## src/rtl/note_scheduler.sv

```systemverilog
// Autoplay note sequencer with a manual keyboard override.
// A 15-note song ROM is stepped through PLAY (note audible) and GAP
// (silence) phases. Any pressed key overrides the output note and
// freezes the autoplay timing until it is released.
module note_scheduler #(
    parameter int BEAT_CLKS = 25_000_000,
    parameter int GAP_CLKS  = 2_500_000
) (
    input  logic       CLK,
    input  logic       RESET,
    input  logic       start,
    input  logic       stop,
    input  logic       loop,
    input  logic [7:0] sw,
    output logic [3:0] note,
    output logic       src,
    output logic       busy,
    output logic [3:0] idx,
    output logic       done
);

    // Counter must hold 2*BEAT_CLKS without wrapping.
    localparam int CW = $clog2(32'sd2 * BEAT_CLKS + 32'sd1);

    localparam logic [CW-1:0] LOAD_ONE  = CW'(BEAT_CLKS - GAP_CLKS - 32'sd1);
    localparam logic [CW-1:0] LOAD_TWO  = CW'(32'sd2 * BEAT_CLKS - GAP_CLKS - 32'sd1);
    localparam logic [CW-1:0] LOAD_GAP  = CW'((GAP_CLKS > 32'sd0) ? (GAP_CLKS - 32'sd1) : 32'sd0);
    localparam logic          HAS_GAP   = (GAP_CLKS > 32'sd0);
    localparam logic [CW-1:0] CNT_ZERO  = {CW{1'b0}};
    localparam logic [CW-1:0] CNT_ONE   = {{(CW-1){1'b0}}, 1'b1};
    localparam logic [3:0]    LAST_IDX  = 4'd14;

    localparam logic [1:0] ST_IDLE = 2'd0;
    localparam logic [1:0] ST_PLAY = 2'd1;
    localparam logic [1:0] ST_GAP  = 2'd2;

    // Song ROM: note code per index.
    function automatic logic [3:0] rom_note(input logic [3:0] i);
        case (i)
            4'd0, 4'd1, 4'd6, 4'd11, 4'd12: rom_note = 4'd3;
            4'd2, 4'd5:                     rom_note = 4'd4;
            4'd3, 4'd4:                     rom_note = 4'd5;
            4'd7, 4'd10, 4'd13, 4'd14:      rom_note = 4'd2;
            4'd8, 4'd9:                     rom_note = 4'd1;
            default:                        rom_note = 4'd0;
        endcase
    endfunction

    // PLAY-phase counter preload; only the final note lasts two beats.
    function automatic logic [CW-1:0] play_load(input logic [3:0] i);
        if (i == LAST_IDX) begin
            play_load = LOAD_TWO;
        end else begin
            play_load = LOAD_ONE;
        end
    endfunction

    // Highest-index pressed key wins: sw[7] -> 1 ... sw[0] -> 8.
    function automatic logic [3:0] key_code(input logic [7:0] k);
        casez (k)
            8'b1???????: key_code = 4'd1;
            8'b01??????: key_code = 4'd2;
            8'b001?????: key_code = 4'd3;
            8'b0001????: key_code = 4'd4;
            8'b00001???: key_code = 4'd5;
            8'b000001??: key_code = 4'd6;
            8'b0000001?: key_code = 4'd7;
            8'b00000001: key_code = 4'd8;
            default:     key_code = 4'd0;
        endcase
    endfunction

    logic [1:0]    state_r, state_nx_s, adv_state_s;
    logic [3:0]    idx_r, idx_nx_s, adv_idx_s;
    logic [CW-1:0] cnt_r, cnt_nx_s, adv_cnt_s;
    logic          adv_done_s, done_nx_s;
    logic [3:0]    note_r, note_nx_s;
    logic          src_r, busy_r, done_r;
    logic          sw_any_s;

    assign sw_any_s = |sw;

    // Where the song goes after the current note's timing expires.
    always_comb begin
        adv_state_s = ST_IDLE;
        adv_idx_s   = 4'd0;
        adv_cnt_s   = CNT_ZERO;
        adv_done_s  = 1'b0;
        if (idx_r >= LAST_IDX) begin
            adv_done_s = 1'b1;
            if (loop) begin
                adv_state_s = ST_PLAY;
                adv_cnt_s   = play_load(4'd0);
            end else begin
                adv_state_s = ST_IDLE;
            end
        end else begin
            adv_state_s = ST_PLAY;
            adv_idx_s   = idx_r + 4'd1;
            adv_cnt_s   = play_load(idx_r + 4'd1);
        end
    end

    // Next-state logic: stop beats start, keys freeze timing only.
    always_comb begin
        state_nx_s = state_r;
        idx_nx_s   = idx_r;
        cnt_nx_s   = cnt_r;
        done_nx_s  = 1'b0;
        if (stop) begin
            state_nx_s = ST_IDLE;
            idx_nx_s   = 4'd0;
            cnt_nx_s   = CNT_ZERO;
        end else if (start && (state_r == ST_IDLE)) begin
            state_nx_s = ST_PLAY;
            idx_nx_s   = 4'd0;
            cnt_nx_s   = play_load(4'd0);
        end else if (sw_any_s) begin
            state_nx_s = state_r;
        end else begin
            case (state_r)
                ST_PLAY: begin
                    if (cnt_r != CNT_ZERO) begin
                        cnt_nx_s = cnt_r - CNT_ONE;
                    end else if (HAS_GAP) begin
                        state_nx_s = ST_GAP;
                        cnt_nx_s   = LOAD_GAP;
                    end else begin
                        state_nx_s = adv_state_s;
                        idx_nx_s   = adv_idx_s;
                        cnt_nx_s   = adv_cnt_s;
                        done_nx_s  = adv_done_s;
                    end
                end
                ST_GAP: begin
                    if (cnt_r != CNT_ZERO) begin
                        cnt_nx_s = cnt_r - CNT_ONE;
                    end else begin
                        state_nx_s = adv_state_s;
                        idx_nx_s   = adv_idx_s;
                        cnt_nx_s   = adv_cnt_s;
                        done_nx_s  = adv_done_s;
                    end
                end
                default: begin
                    state_nx_s = ST_IDLE;
                    idx_nx_s   = 4'd0;
                    cnt_nx_s   = CNT_ZERO;
                end
            endcase
        end
    end

    // Output note: pressed key first, otherwise the ROM note while playing.
    always_comb begin
        note_nx_s = 4'd0;
        if (sw_any_s) begin
            note_nx_s = key_code(sw);
        end else if (state_nx_s == ST_PLAY) begin
            note_nx_s = rom_note(idx_nx_s);
        end else begin
            note_nx_s = 4'd0;
        end
    end

    // State and registered outputs.
    always_ff @(posedge CLK or negedge RESET) begin
        if (!RESET) begin
            state_r <= ST_IDLE;
            idx_r   <= 4'd0;
            cnt_r   <= CNT_ZERO;
            note_r  <= 4'd0;
            src_r   <= 1'b0;
            busy_r  <= 1'b0;
            done_r  <= 1'b0;
        end else begin
            state_r <= state_nx_s;
            idx_r   <= idx_nx_s;
            cnt_r   <= cnt_nx_s;
            note_r  <= note_nx_s;
            src_r   <= sw_any_s;
            busy_r  <= (state_nx_s != ST_IDLE);
            done_r  <= done_nx_s;
        end
    end

    assign note = note_r;
    assign src  = src_r;
    assign busy = busy_r;
    assign idx  = idx_r;
    assign done = done_r;

endmodule

```

## config.mk

```make
export PLATFORM = sky130hd
export DESIGN_NAME = note_scheduler
export DESIGN_NICKNAME = d
export VERILOG_FILES = /design/src/rtl/note_scheduler.sv
export SDC_FILE = /design/constraint.sdc
export NUM_CORES = 1
export LEC_CHECK = 0
export CORE_UTILIZATION = 58
export CTS_CLUSTER_DIAMETER = 40
export CTS_CLUSTER_SIZE = 40
export DETAILED_ROUTE_END_ITERATION = 10
export GPL_TIMING_DRIVEN = 0
export PLACE_DENSITY = 0.8
export SYNTH_ARGS = -nofsm -noshare
export SYNTH_HDL_FRONTEND = slang
export SYNTH_SLANG_ARGS = --single-unit
```

## constraint.sdc

```tcl
create_clock -name CLK -period 3.6 [get_ports CLK]
set_clock_uncertainty 0.05 [all_clocks]
set_input_delay 0.54 -clock CLK [delete_from_list [all_inputs] [get_ports CLK]]
set_output_delay 0.54 -clock CLK [all_outputs]
set_load 0.05 [all_outputs]
```

==> results of run 1 <==
[final cells by class]
class / count / area, µm²
fillers: 343 / 1190
flip-flops and latches: 39 / 976
well taps: 50 / 62.6
clock buffers: 7 / 76.3
repair buffers: 22 / 215
plain buffers: 11 / 53.8
multi-input cells: 251 / 1500
inverters: 16 / 60.1
clock inverters: 1 / 5.00
[power by group through the flow]
stage	clock network [mW]	registers (mW)	logic, mW
after floorplan	0	0.490	0.107
after global placement	0	0.484	0.175
after detailed placement	0	0.485	0.179
after CTS	0.290	0.476	0.180
after global routing	0.306	0.479	0.201
final	0.286	0.477	0.184
[worst register-to-register path: stages, from the launching register on]
cell and delay (ns):
dfrtp_1 0.46, or4_4 0.61, nor4_4 0.39, and4_1 0.29, buf_6 0.13, a32oi_1 0.14
a21oi_4 0.26, mux2_2 0.36, mux2i_1 0.15, o22ai_1 0.12
[registers in the layout, summed over array words and instances (netlist names)]
register  cells
done          1
src           1
state_r       2
note          4
cnt_r        26
busy          1
idx           4
[metal layers]
layer / vias up / routed length [µm]
li1: 1223 / -
met1: 1203 / 3000
met2: 136 / 3000
met3: 15 / 611
met4: 0 / 130
met5: - / 0
[synthesized netlist by cell type, types with 4 or more instances]
master | count | area, µm²
ha_1 | 8 | 100
o22ai_1 | 10 | 62.6
or2_2 | 4 | 25.0
inv_1 | 15 | 56.3
dfrtp_1 | 39 | 976
nand2_1 | 26 | 97.6
and3_1 | 6 | 37.5
nor3_1 | 18 | 90.1
clkbuf_1 | 8 | 30.0
a21oi_1 | 43 | 215
a31oi_1 | 12 | 75.1
nor2_1 | 33 | 124
nand2b_1 | 4 | 25.0
or4_1 | 4 | 30.0
nor4_1 | 4 | 25.0
nand3_1 | 8 | 40.0
o21ai_0 | 25 | 125
[per-stage QoR]
stage                     hold slack, ns  cell area, µm²
after floorplan                    0.194            2590
after global placement             0.436            2870
after detailed placement           0.438            2870
after CTS                          0.344            2950
after global routing               0.405            2950
final                              0.303            2950
[how the worst min path moves through the flow]
stage                            to  slack, ns  cells after the start
final                      cnt_r[9]       0.30                      1
after global placement    cnt_r[19]       0.44                      1
after floorplan                busy       0.19                      0
after detailed placement  cnt_r[19]       0.44                      1
after global routing       cnt_r[8]       0.41                      1
after CTS                 cnt_r[11]       0.34                      1
[logic make-up (layout without fill, tap and decap cells)]
group	count (synthesis)	in the layout	synth area share
fa+ha+maj	8	8	0.0386
buf+inv	27	57	0.0439
compound gates	115	115	0.262
simple gates	121	121	0.253
mux	3	3	0.0121
flops	39	39	0.377
xor+xnor	4	4	0.0135
==> impl_metrics.env, run 1 <==
export IMPL_pwr_share_comb=0.194
export IMPL_pwr_share_seq=0.504
export IMPL_hold_buffers=0
export IMPL_fin_setup_tns_ns=0
export IMPL_clock_root_buffer="clkbuf_8"
export IMPL_max_vdd_ir_drop_uv=280
export IMPL_ff2ff_setup_slack_ns=0.52
export IMPL_r2r_start="cnt_r[7]"
export IMPL_worst_pin_slew_ns=0.873
export IMPL_hold_viol=0
export IMPL_internal_power_mw=0.656
export IMPL_rows=23
export IMPL_vias=2577
export IMPL_p_clk_frac=0.302
export IMPL_grt_pass1_wl_um=10800
export IMPL_finalMaxSlewViolations=0
export IMPL_synth_async_reset_ratio=1.00
export IMPL_final_cell_mix="43 x a21oi_1, 39 x dfrtp_1, 33 x nor2_1, 26 x nand2_1, 25 x o21ai_0"
export IMPL_max_cap_violations=0
export IMPL_end_kind="register"
export IMPL_setup_worst_path_end="note[1]"
export IMPL_cts_tree="yes"
export IMPL_reg2reg_to="note[1]"
export IMPL_die_h_um=68.8
export IMPL_slowest_delay_ns=0.60
export IMPL_clk_pin_slew_ns=0.07
export IMPL_drive_gt1_frac=0.0720
export IMPL_period_share=0.935
export IMPL_synth_edf_count=0
export IMPL_layout_commonest_cell="a21oi_1"
export IMPL_pin_count=24
export IMPL_post_cts_buffers=0
export IMPL_drc=0
export IMPL_grtUsageTotal=0.316
export IMPL_synth_nets=338
export IMPL_cts_buffer_depth=2
export IMPL_h_tree_depth=2
export IMPL_setup_viol=0
export IMPL_startpoint="sw[1]"
export IMPL_p_leak_nw=1.24
export IMPL_post_route_util=0.712
export IMPL_die_area_um2=4740
export IMPL_rr_worst_depth=9
export IMPL_use_met2=0.462
export IMPL_cp_slowest_cell="or4_1"
export IMPL_grt_busiest_layer="met1"
export IMPL_first_iter_violations=364
export IMPL_worstSkewPairLatency_ns=0.30
export IMPL_required_ns=3.72
export IMPL_max_freq_ghz=0.297
export IMPL_n_antenna_cell=0
export IMPL_cts_buffers=5
export IMPL_crit_path_max_fanout=10
export IMPL_worst_path_buf_inv=2
export IMPL_routed_wl_um=6750
export IMPL_outcome="complete, no violations"
export IMPL_start_kind="primary input"
export IMPL_rsz0062_at_grt="no"
export IMPL_crit_chain="clkdlybuf4s50_1 > or4_1 > nor3b_4 > inv_2 > o21ai_0 > a32oi_1 > a21oi_4 > mux2_2 > mux2i_1 > o22ai_1"
export IMPL_use_met1=0.471
export IMPL_grt_max_degree=40
export IMPL_grt_antenna_before_repair=0
export IMPL_synth_warnings=0
export IMPL_synth_seq_cells=39
export IMPL_synth_seq_area_share=0.377
export IMPL_path_class="in2reg"
export IMPL_synth_cell_types=52
export IMPL_dp_hpwl_um=4810
export IMPL_overflow=0
export IMPL_placed_cells=389
export IMPL_synthCells=317
export IMPL_syn_area_um2=2590
export IMPL_vias_per_cell=6.49
export IMPL_worst_endpoint_arrival_ns=3.48
export IMPL_nets=367
export IMPL_finalWeightedCongestion=0.932
export IMPL_slew_headroom=0.418
export IMPL_hold_class="in2async"
export IMPL_power_density_nw_per_um2=321
export IMPL_drtPass1Iterations=6
export IMPL_dp_slack_ns=-0.0608
export IMPL_start_util=0.625
export IMPL_swShare=0.306
export IMPL_wire_per_inst_um=17.0
export IMPL_p_sw_mw=0.290
export IMPL_timing_final_ws_setup_ns=0.233
export IMPL_totalPowerFinal_mw=0.946
export IMPL_ys_flop_type="dfrtp_1"
export IMPL_stdcell_count=397
export IMPL_io_buffers=22
export IMPL_crit_family="simple AND/OR/NAND/NOR gates"
export IMPL_syn_to_final_growth_pct=13.9
export IMPL_fin_crit_ns=3.37
export IMPL_syn_area_per_cell_um2=8.17
export IMPL_ant_nets=0
export IMPL_path_depth=10
export IMPL_cts_sinks=39
export IMPL_core_um2=4140
export IMPL_die_w_um=68.8
export IMPL_grt_pass1_vias=2180
export IMPL_use_met3=0.0510
export IMPL_cts_resized=0
No activity file was read; power rests on OpenSTA's default activity.
==> inputs of run 2 (changes only) <==
SKIP_CTS_REPAIR_TIMING = 1   (was default)
==> results of run 2 <==
Same layout as run 1: the final DEF is identical, and so are final timing and power.
==> inputs of run 3 (changes only) <==
ABC_CLOCK_PERIOD_IN_PS = 3600   (was default)
CTS_CLUSTER_SIZE = 25   (was 40)
==> results of run 3 <==
Same layout as run 1: the final DEF is identical, and so are final timing and power.
==> patch: new RTL, settings of run 2 <==
The parameter `BEAT_CLKS` goes from 25_000_000 to 12_500_000.
--- a/src/rtl/note_scheduler.sv
+++ b/src/rtl/note_scheduler.sv
@@ -5,3 +5,3 @@
 module note_scheduler #(
-    parameter int BEAT_CLKS = 25_000_000,
+    parameter int BEAT_CLKS = 12_500_000,
     parameter int GAP_CLKS  = 2_500_000
Function: same outputs for any inputs over 10 cycles, from zero or initial values and one cycle with RESET low; that may be too few to reach the edited logic, so the function may still have changed.
==> patch against run 2 <==
  * Global-route usage down 1.0 points
  * Worst setup slack better by 0.094 ns
  * Sequential cell count down 1
  * Sequential share of layout area up 1.0 points
  * Utilization down 1.9 points
  * Final area down 5.4%
  * Area after synthesis down 6.0%
  * Wire length down 9.9%
  * Final cell count down 4.3%
  * Total power down 3.8%
  * Critical path type is now reg2reg
  * Via count down 6.7%
  * Non-clock buffer count unchanged
  * Synthesized cell count down 5.0%
==> patch: results (changes against run 2) <==
{
  "wl_met1": {"value": 2840, "unit": "um", "change": "-5.6%"},
  "parity_gate_share_of_the_synthesized_area_counting_xor_and_xnor_cells": {"value": 1.44, "unit": "%", "change": "+0.086 points"},
  "placedCellCount": {"value": 373, "change": "-4.1%"},
  "dr_wl_met3": {"value": 389, "unit": "um", "change": "-36%"},
  "timing.critical_path.fanout_max": {"value": 8, "change": "-2"},
  "first_pass_iters": {"value": 5, "change": "-1"},
  "ys_top_cells_by_area": {"value": "dfrtp_1, o21ai_0, a21oi_1"},
  "synth.yosys.seq_area_share": {"value": 39.0, "unit": "%", "change": "+1.4 points"},
  "grt_pass1_wl": {"value": 9940, "unit": "um", "change": "-8.2%"},
  "setup.worst_path.start_class": {"value": "flop"},
  "drt_iter0_markers": {"value": 200, "change": "-45%"},
  "status": {"value": "finished clean"},
  "post_drt_wl_per_cell": {"value": 16.0, "unit": "um", "change": "-5.8%"},
  "use_met2": {"value": 47.6, "unit": "%", "change": "+1.4 points"},
  "timing_worst_slew_pin_value": {"value": 0.863, "unit": "ns", "change": "-0.00977 ns"},
  "detailroute.wirelength.met2": {"value": 2730, "unit": "um", "change": "-9.0%"},
  "synth-adder-area-share": {"value": 3.60, "unit": "%", "change": "-0.27 points"},
  "synth_fp_nets": {"value": 321, "change": "-5.0%"},
  "post_synth_most_frequent_cells": {"value": "dfrtp_1, nand2_1, nor2_1, o21ai_0, a21oi_1"},
  "dpl_worst_slack": {"value": 0.180, "unit": "ns", "change": "+0.241 ns"},
  "rr_endpoint": {"value": "note[2]"},
  "ys_types": {"value": 50, "change": "-3.8%"},
  "post_route_cells_drive_above_1_share": {"value": 6.06, "unit": "%", "change": "-1.1 points"},
  "num-nets-final": {"value": 350, "change": "-4.6%"},
  "ir_worst_vdd": {"value": 0.000201, "unit": "V", "change": "-28%"},
  "grt_max_degree": {"value": 39, "change": "-2.5%"},
  "smallest_setup_slack_after_layout": {"value": 0.327, "unit": "ns", "change": "+0.0938 ns"}
}
## patch: power groups by stage
stage / Combinational, mW / Sequential [mW] / Clock [mW]
after floorplan: 0.100 / 0.478 / 0
after global placement: 0.161 / 0.471 / 0
after detailed placement: 0.163 / 0.471 / 0
after CTS: 0.164 / 0.463 / 0.288
after global routing: 0.183 / 0.467 / 0.304
final: 0.166 / 0.464 / 0.280
## patch: critical path: cells and delay by family, from the launching register on
family / cells / cell delay [ns]
AND/OR/NAND/NOR: 6 / 1.74
AO/OA/AOI/OAI: 2 / 0.55
flip-flops: 1 / 0.43
buffers and inverters: 2 / 0.24
adder cells (fa/ha/maj): 1 / 0.17
## patch: cell type report
class                   count  share of cell area [%]
well taps                  50                    2.24
clock buffers               7                    2.74
repair buffers             22                    7.71
inverters                  16                    2.15
multi-input cells         236                    49.5
flip-flops and latches     38                    34.1
plain buffers              11                    1.57
